`src/rtl/lcd_write_scheduler.sv`:
```
// HD44780-style 8-bit LCD bus owner: power-up init, then round-robin character writes with
// cursor-address elision. Every output is registered; enable and wait timing count clk cycles.
module lcd_write_scheduler #(
    parameter int unsigned NUM_REQ           = 2,
    parameter int unsigned POWERUP_CYCLES    = 800000,
    parameter int unsigned EN_CYCLES         = 25,
    parameter int unsigned WAIT_CYCLES       = 2000,
    parameter int unsigned CLEAR_WAIT_CYCLES = 80000
) (
    input  logic                   clk,
    input  logic                   reset,
    input  logic [NUM_REQ-1:0]     req,
    input  logic [NUM_REQ-1:0]     req_line,
    input  logic [4*NUM_REQ-1:0]   req_col,
    input  logic [8*NUM_REQ-1:0]   req_char,
    output logic [NUM_REQ-1:0]     gnt,
    output logic                   init_done,
    output logic                   busy,
    output logic                   lcd_rs,
    output logic                   lcd_rw,
    output logic                   lcd_en,
    output logic [7:0]             lcd_data
);

    localparam int unsigned PtrW   = (NUM_REQ > 1) ? $clog2(NUM_REQ) : 1;
    localparam logic [31:0] PwrLast = 32'(POWERUP_CYCLES - 1);
    localparam logic [31:0] EnLast  = 32'(EN_CYCLES);
    localparam logic [31:0] OpLast  = 32'(EN_CYCLES + WAIT_CYCLES);
    localparam logic [31:0] ClrLast = 32'(EN_CYCLES + CLEAR_WAIT_CYCLES);

    typedef enum logic [2:0] {
        StPwrWait, StInit, StIdle, StArb, StSetCur, StWrChar
    } state_e;

    state_e               state_q;
    logic [31:0]          cnt_q;
    logic [1:0]           init_idx_q;
    logic [PtrW-1:0]      rr_ptr_q;
    logic                 trk_valid_q, trk_line_q;
    logic [3:0]           trk_col_q;
    logic                 line_q;
    logic [3:0]           col_q;
    logic [7:0]           char_q;
    logic [NUM_REQ-1:0]   gnt_q;
    logic                 init_done_q, busy_q, lcd_rs_q, lcd_en_q;
    logic [7:0]           lcd_data_q;

    logic                 arb_found;
    logic [PtrW-1:0]      arb_idx, rr_next;
    logic                 sel_line, skip_cur;
    logic [3:0]           sel_col;
    logic [7:0]           sel_char, cur_cmd;
    logic [31:0]          op_last;
    logic                 op_done;

    function automatic logic [7:0] init_cmd(input logic [1:0] idx);
        case (idx)
            2'd0:    return 8'h38;
            2'd1:    return 8'h06;
            2'd2:    return 8'h0C;
            default: return 8'h01;
        endcase
    endfunction

    // First requester at or after rr_ptr, wrapping modulo NUM_REQ.
    always_comb begin
        arb_found = 1'b0;
        arb_idx   = '0;
        for (int i = 0; i < NUM_REQ; i++) begin
            if (!arb_found && req[(int'(rr_ptr_q) + i) % NUM_REQ]) begin
                arb_found = 1'b1;
                arb_idx   = PtrW'((int'(rr_ptr_q) + i) % NUM_REQ);
            end
        end
    end

    always_comb begin
        rr_next  = (arb_idx == PtrW'(NUM_REQ - 1)) ? '0 : arb_idx + 1'b1;
        sel_line = req_line[arb_idx];
        sel_col  = req_col[4*arb_idx +: 4];
        sel_char = req_char[8*arb_idx +: 8];
        cur_cmd  = {1'b1, sel_line, 2'b00, sel_col};
        skip_cur = trk_valid_q && (trk_line_q == sel_line) && (trk_col_q == sel_col);
        op_last  = (!lcd_rs_q && lcd_data_q == 8'h01) ? ClrLast : OpLast;
        op_done  = (cnt_q == op_last);
    end

    always_ff @(posedge clk) begin
        if (!reset) begin
            state_q     <= StPwrWait;
            cnt_q       <= '0;
            init_idx_q  <= '0;
            rr_ptr_q    <= '0;
            trk_valid_q <= 1'b0;
            trk_line_q  <= 1'b0;
            trk_col_q   <= '0;
            line_q      <= 1'b0;
            col_q       <= '0;
            char_q      <= '0;
            gnt_q       <= '0;
            init_done_q <= 1'b0;
            busy_q      <= 1'b0;
            lcd_rs_q    <= 1'b0;
            lcd_en_q    <= 1'b0;
            lcd_data_q  <= '0;
        end else begin
            gnt_q <= '0;
            case (state_q)
                StPwrWait: begin
                    if (cnt_q == PwrLast) begin
                        state_q    <= StInit;
                        cnt_q      <= '0;
                        init_idx_q <= '0;
                        lcd_rs_q   <= 1'b0;
                        lcd_data_q <= init_cmd(2'd0);
                        busy_q     <= 1'b1;
                    end else begin
                        cnt_q <= cnt_q + 32'd1;
                    end
                end
                StInit, StSetCur, StWrChar: begin
                    if (!op_done) begin
                        cnt_q    <= cnt_q + 32'd1;
                        lcd_en_q <= (cnt_q < EnLast);
                    end else begin
                        cnt_q    <= '0;
                        lcd_en_q <= 1'b0;
                        if (state_q == StInit) begin
                            if (init_idx_q == 2'd3) begin
                                init_done_q <= 1'b1;
                                busy_q      <= 1'b0;
                                trk_valid_q <= 1'b0;
                                state_q     <= StIdle;
                            end else begin
                                init_idx_q <= init_idx_q + 2'd1;
                                lcd_data_q <= init_cmd(init_idx_q + 2'd1);
                            end
                        end else if (state_q == StSetCur) begin
                            state_q    <= StWrChar;
                            lcd_rs_q   <= 1'b1;
                            lcd_data_q <= char_q;
                        end else begin
                            // No wrap past column 15: the cursor position is unknown there.
                            trk_valid_q <= (col_q != 4'hF);
                            trk_line_q  <= line_q;
                            trk_col_q   <= col_q + 4'd1;
                            busy_q      <= 1'b0;
                            state_q     <= StIdle;
                        end
                    end
                end
                StIdle: begin
                    if (|req) begin
                        state_q <= StArb;
                    end
                end
                StArb: begin
                    if (arb_found) begin
                        gnt_q    <= {{(NUM_REQ-1){1'b0}}, 1'b1} << arb_idx;
                        rr_ptr_q <= rr_next;
                        line_q   <= sel_line;
                        col_q    <= sel_col;
                        char_q   <= sel_char;
                        cnt_q    <= '0;
                        busy_q   <= 1'b1;
                        if (skip_cur) begin
                            state_q    <= StWrChar;
                            lcd_rs_q   <= 1'b1;
                            lcd_data_q <= sel_char;
                        end else begin
                            state_q    <= StSetCur;
                            lcd_rs_q   <= 1'b0;
                            lcd_data_q <= cur_cmd;
                        end
                    end else begin
                        state_q <= StIdle;
                    end
                end
                default: state_q <= StPwrWait;
            endcase
        end
    end

    assign gnt       = gnt_q;
    assign init_done = init_done_q;
    assign busy      = busy_q;
    assign lcd_rs    = lcd_rs_q;
    assign lcd_rw    = 1'b0;
    assign lcd_en    = lcd_en_q;
    assign lcd_data  = lcd_data_q;

endmodule

```
`config.mk`:
```
export PLATFORM = sky130hd
export DESIGN_NAME = lcd_write_scheduler
export DESIGN_NICKNAME = d
export VERILOG_FILES = /design/src/rtl/lcd_write_scheduler.sv
export SDC_FILE = /design/constraint.sdc
export NUM_CORES = 1
export LEC_CHECK = 0
export CORE_ASPECT_RATIO = 0.75
export CORE_MARGIN = 2
export CORE_UTILIZATION = 51
export DETAILED_ROUTE_END_ITERATION = 12
export PLACE_DENSITY_LB_ADDON = 0.2
export SYNTH_ARGS = -nofsm -noshare
export SYNTH_HDL_FRONTEND = slang
export SYNTH_SLANG_ARGS = --single-unit
```
`constraint.sdc`:
```
create_clock -name clk -period 2.4 [get_ports clk]
set_input_delay 0.6 -clock clk [delete_from_list [all_inputs] [get_ports clk]]
set_output_delay 0.6 -clock clk [all_outputs]
set_load 0.005 [all_outputs]
```
; ---- Word level (Yosys, flattened, before mapping)
; Index checks and enable logic that the tools add are counted.
; W data, S select, Z words.
[totals]
memories = 0
wordCells = 137
out_inout_bits = 15
mem_bits_ro = 0
ff_bits = 71
ramBits = 0
inputBits = 30
latch_bits = 0
[op_classes]
n_addsub = 5
muxes = 56
n_lt_le_gt_ge = 4
n_eq_ne = 28
shift = 3
n_reduce_logical = 23
multipliers = 0
div_mod_pow = 0
n_bitwise = 2
[ops]
columns = cell, count
row1 = $mux W32, 3
row2 = $pmux W32 S3, 1
row3 = $mux W8, 7
row4 = $add A32 B1 Y32 const B, 1
row5 = $eq A32 B17 Y1, 1
row6 = $eq A32 B20 Y1 const B, 1
row7 = $lt A32 B5 Y1 const B, 1
row8 = $mux W1, 27
row9 = $pmux W8 S3, 1
row10 = $mux W3, 7
row11 = $ne A2 B2 Y1 const B, 9
row12 = $pmux W6 S3, 1
row13 = $reduce_and A6 Y1, 3
row14 = $mux W17, 1
row15 = $reduce_and A4 Y1, 4
row16 = $shiftx A16 B5 Y8, 1
row17 = $ne A3 B3 Y1 const B, 4
row18 = $pmux W3 S4, 1
row19 = $eq A8 B1 Y1 const B, 1
row20 = $mux W2, 4
row21 = $shiftx A8 B4 Y4, 1
row22 = $eq A3 B2 Y1 const B, 2
row23 = $eq A3 B3 Y1 const B, 2
row24 = $lt A1 B2 Y1 const B, 3
row25 = 25 further kinds, 34

; ---- Depth between registers and ports, before layout
[logic_depth]
word_depth = 14
ltp_mapped = 9

; ---- Worst setup path before layout
; Ideal clock, no wire load.
[synth_path]
path_type = reg-to-reg
startpoint = register cnt_q[0]
endpoint = register init_idx_q[0]
synth_period_minus_slack_ns = 2.432
t_arrival_ns = 2.305
slack_ns = -0.032
path_stages_with_launch = 9
t_required_ns = 2.272
n_path_buf = 0
path_cell_list = dfxtp_1 ha_1 nand4_2 or4_4 nor4_2 a311oi_1 a2111oi_4 mux2i_1 nor2_1
[synth_via]
elab_chain_cells = 3
[synth_rtl]
columns = element, line
row1 = from (decl), 36  ; logic [31:0] cnt_q;
row2 = from (signal assigned), 118  ; cnt_q <= cnt_q + 32'd1;
row3 = from (signal assigned), 123  ; cnt_q <= cnt_q + 32'd1;
row4 = $eq A32 B20 Y1 or $eq A32 B17 Y1 (tied branches), "110, 85"
row5 = $ne A2 B2 Y1 (no source line), --
row6 = $reduce_and A5 Y1 (no source line) *, --
row7 = to (signal assigned), 135  ; init_idx_q <= init_idx_q + 2'd1;
row8 = to (decl), 37  ; logic [1:0] init_idx_q;
; Mark *: on every way between the ends. The rest lies on a longest branch, timed or not.
; A chain may end at the register's enable or synchronous reset.

; ---- Worst setup path in the final report
[layout_path]
startpoint = register cnt_q[1]
endpoint = register init_idx_q[0]
; Same word-level chain as after synthesis.

==> impl_metrics.json <==
{
  "synth_area_per_cell_sq_um": 8.28,
  "fin_crit_ns": 2.30,
  "antenna_cells": 0,
  "crit_chain": "ha_2 -> nand4_2 -> or4_4 -> nor4_2 -> a311oi_1 -> a2111oi_4 -> mux2i_1 -> nor2_1",
  "setup_viol": 0,
  "nets": 618,
  "cts_tree": "done",
  "drtAntennaViolNets": 0,
  "clock_latency_ns": 0.37,
  "synthCells": 469,
  "ys_seq_area_frac": 0.366,
  "synth.net_count": 507,
  "crit_fanout": 3,
  "grt_setup_unrepaired": "false",
  "yosys-top-cells-area": "dfxtp_1, nor2_1, xor2_1",
  "hold_viol_final": 0,
  "synthToLayoutAreaGrowth_pct": 37.4,
  "swShare": 0.221,
  "wl_per_cell_microns": 15.9,
  "start_util": 0.527,
  "peakVddDrop_mv": 0.451,
  "synthArstFlopShare": 0,
  "syn_area_sq_mm": 0.00388,
  "ys_ff_latch": 71,
  "critical_path_required_ns": 2.66,
  "relSlewSlack": 0.603,
  "yosysMostFrequentCell": "nor2_1",
  "place.gp.congestion": 0.854,
  "critPathMaxStageDelay_ns": 0.54,
  "overflow": 0,
  "drc_errors": 0,
  "dominantRegCellSynth": "dfxtp_1",
  "grt_pass1_vias": 3704,
  "fill_cells": 594,
  "fin_util": 0.724,
  "root_buffer": "clkbuf_8",
  "tns_ns": 0,
  "path_clk_slew_ns": 0.08,
  "seqPwrFrac": 0.437,
  "port_buffers": 43,
  "worst_clock_skew_ns": 0.0109,
  "hp-class": "flop to flop",
  "clkPwrFrac": 0.468,
  "io_pins": 45,
  "ys_warn_count": 0,
  "holdWs_ns": 0.472,
  "cts_num_sinks": 71,
  "pwr-share-comb": 0.096,
  "powerDensity_mw_per_mm2": 510,
  "grt_first_pass_wirelength_microns": 18300,
  "crit_slowest_cell": "or4_4",
  "cp.arrival_ns": 2.56,
  "leakagePower_nw": 2.06,
  "finalCritPeriodShare": 0.957,
  "cp-start-kind": "flop",
  "status": "complete, no violations",
  "endpoint_kind": "flop",
  "synth_edf_count": 0,
  "cap_viol_max_count": 0,
  "antenna_found_initial": 0,
  "grt_max_degree": 25,
  "holdBufCountCts": 0,
  "synth_commonest_cells": "nor2_1, dfxtp_1, nand2_1",
  "path_buf_inv": 0,
  "die_w_microns": 105,
  "worstMarginPinSlew_ns": 0.591,
  "synth.largest_area_cell": "dfxtp_1",
  "synth_top_area_frac": 0.366,
  "via_count": 3887,
  "cts_made_buffers": 9,
  "die_area_sq_mm": 0.00833,
  "fp-row-count": 27,
  "drt_first_pass_iters": 5,
  "wirelength_microns": 10900,
  "cts_buffer_depth": 2,
  "drtIter0Drc": 305,
  "crit_family": "simple AND/OR/NAND/NOR gates",
  "hpwl_microns": 8260,
  "drive_above_1_share": 0.212,
  "p_sw_mw": 0.602,
  "htree_levels": 3,
  "track_usage": 0.277,
  "via_per_inst": 5.67,
  "fmax_mhz": 435,
  "ys_types": 64,
  "intPower_mw": 2.12,
  "die_h_microns": 79.6,
  "power_mw": 2.72,
  "slew_violations": 0,
  "coreArea_sq_mm": 0.00736,
  "path_class": "flop to flop"
}
-- cells in the final DEF (no fill, tap or decap), types with 11 or more instances in the layout --
master and instances:
buf_4 75, dfxtp_1 70, a211oi_1 11, xnor2_1 12
nand3_1 18, nand4_1 11, nand2_1 41, inv_1 11
mux2i_1 13, xor2_1 22, and3_1 11, nor2_1 83
clkdlybuf4s50_1 41
-- registers in the layout, summed over array words and instances (netlist names) --
| signal | cells |
|---|---|
| lcd_data | 8 |
| gnt | 2 |
| cnt_q | 32 |
| rr_ptr_q | 1 |
| char_q | 8 |
| init_done | 1 |
| state_q | 3 |
| init_idx_q | 2 |
| lcd_rs | 1 |
| lcd_en | 1 |
| trk_valid_q | 1 |
| trk_col_q | 4 |
| busy | 1 |
| trk_line_q | 1 |
| line_q | 1 |
| col_q | 4 |
-- area by class of cell --
| type | instances | area [sq um] | area share |
|---|---|---|---|
| inverter | 12 | 45.0 | 0.00844 |
| timing repair buffer | 121 | 1050 | 0.198 |
| sequential | 71 | 1420 | 0.267 |
| clock buffer | 11 | 131 | 0.0246 |
| clock inverter | 5 | 129 | 0.0242 |
| multi-input combinational | 365 | 2420 | 0.455 |
| tap | 101 | 126 | 0.0237 |
-- power groups by stage --
stage	logic (mW)	registers (mW)	clock network [mW]
final	0.260	1.19	1.27
after global routing	0.283	1.19	1.33
after CTS	0.249	1.19	1.29
after detailed placement	0.239	1.22	0
after global placement	0.233	1.22	0
after floorplan	0.0973	1.22	0
-- metal layers --
metal / wire, microns / global-route usage
met4: 102 / 0.0733
met2: 4640 / 0.415
met3: 797 / 0.0759
met1: 5380 / 0.393
met5: 0 / 0
-- cells by family (layout without fill, tap and decap cells) --
family	count (synthesis)	after routing	synth area share
flip-flops	71	71	0.366
other	1	1	0.000966
multiplexers	15	15	0.0422
AND/OR/NAND/NOR	217	217	0.274
XOR/XNOR	34	34	0.0767
buffers and inverters	33	149	0.0371
AO/OA/AOI/OAI	90	90	0.177
adder cells (fa/ha/maj)	8	8	0.0258
-- metrics by stage --
stage | cells | setup slack, ns | area (sq um)
2_1_floorplan | 469 | 0.0419 | 3890
4_1_cts | 686 | -0.0231 | 5280
6_report | 686 | 0.102 | 5330
3_5_place_dp | 668 | -0.657 | 4950
3_3_place_gp | 668 | -0.514 | 4950
5_1_grt | 686 | 0.0138 | 5330
-- worst paths after layout --
| path | from | slack (ns) | endpoint | depth (start not counted) |
|---|---|---|---|---|
| max | cnt_q[1] | 0.10 | init_idx_q[0] | 8 |
| min reg2reg | lcd_en | 0.47 | lcd_en | 2 |
| max reg2reg | cnt_q[1] | 0.10 | init_idx_q[0] | 8 |
| min | lcd_en | 0.47 | lcd_en | 2 |
-- what timing repair did --
action                                  CTS  global route
cloned                                    0             0
endpoints found under the setup margin   10            48
resized for setup                        14            13
pin swaps                                 5             2
buffers inserted                          2             0
-- worst reg2reg max path: cells and delay by family (launching register included) --
kind | cells | cell delay (ns)
simple gates | 4 | 0.97
mux | 1 | 0.23
flops | 1 | 0.34
fa+ha+maj | 1 | 0.19
compound gates | 2 | 0.47
Power figures use the tool's default switching activity.
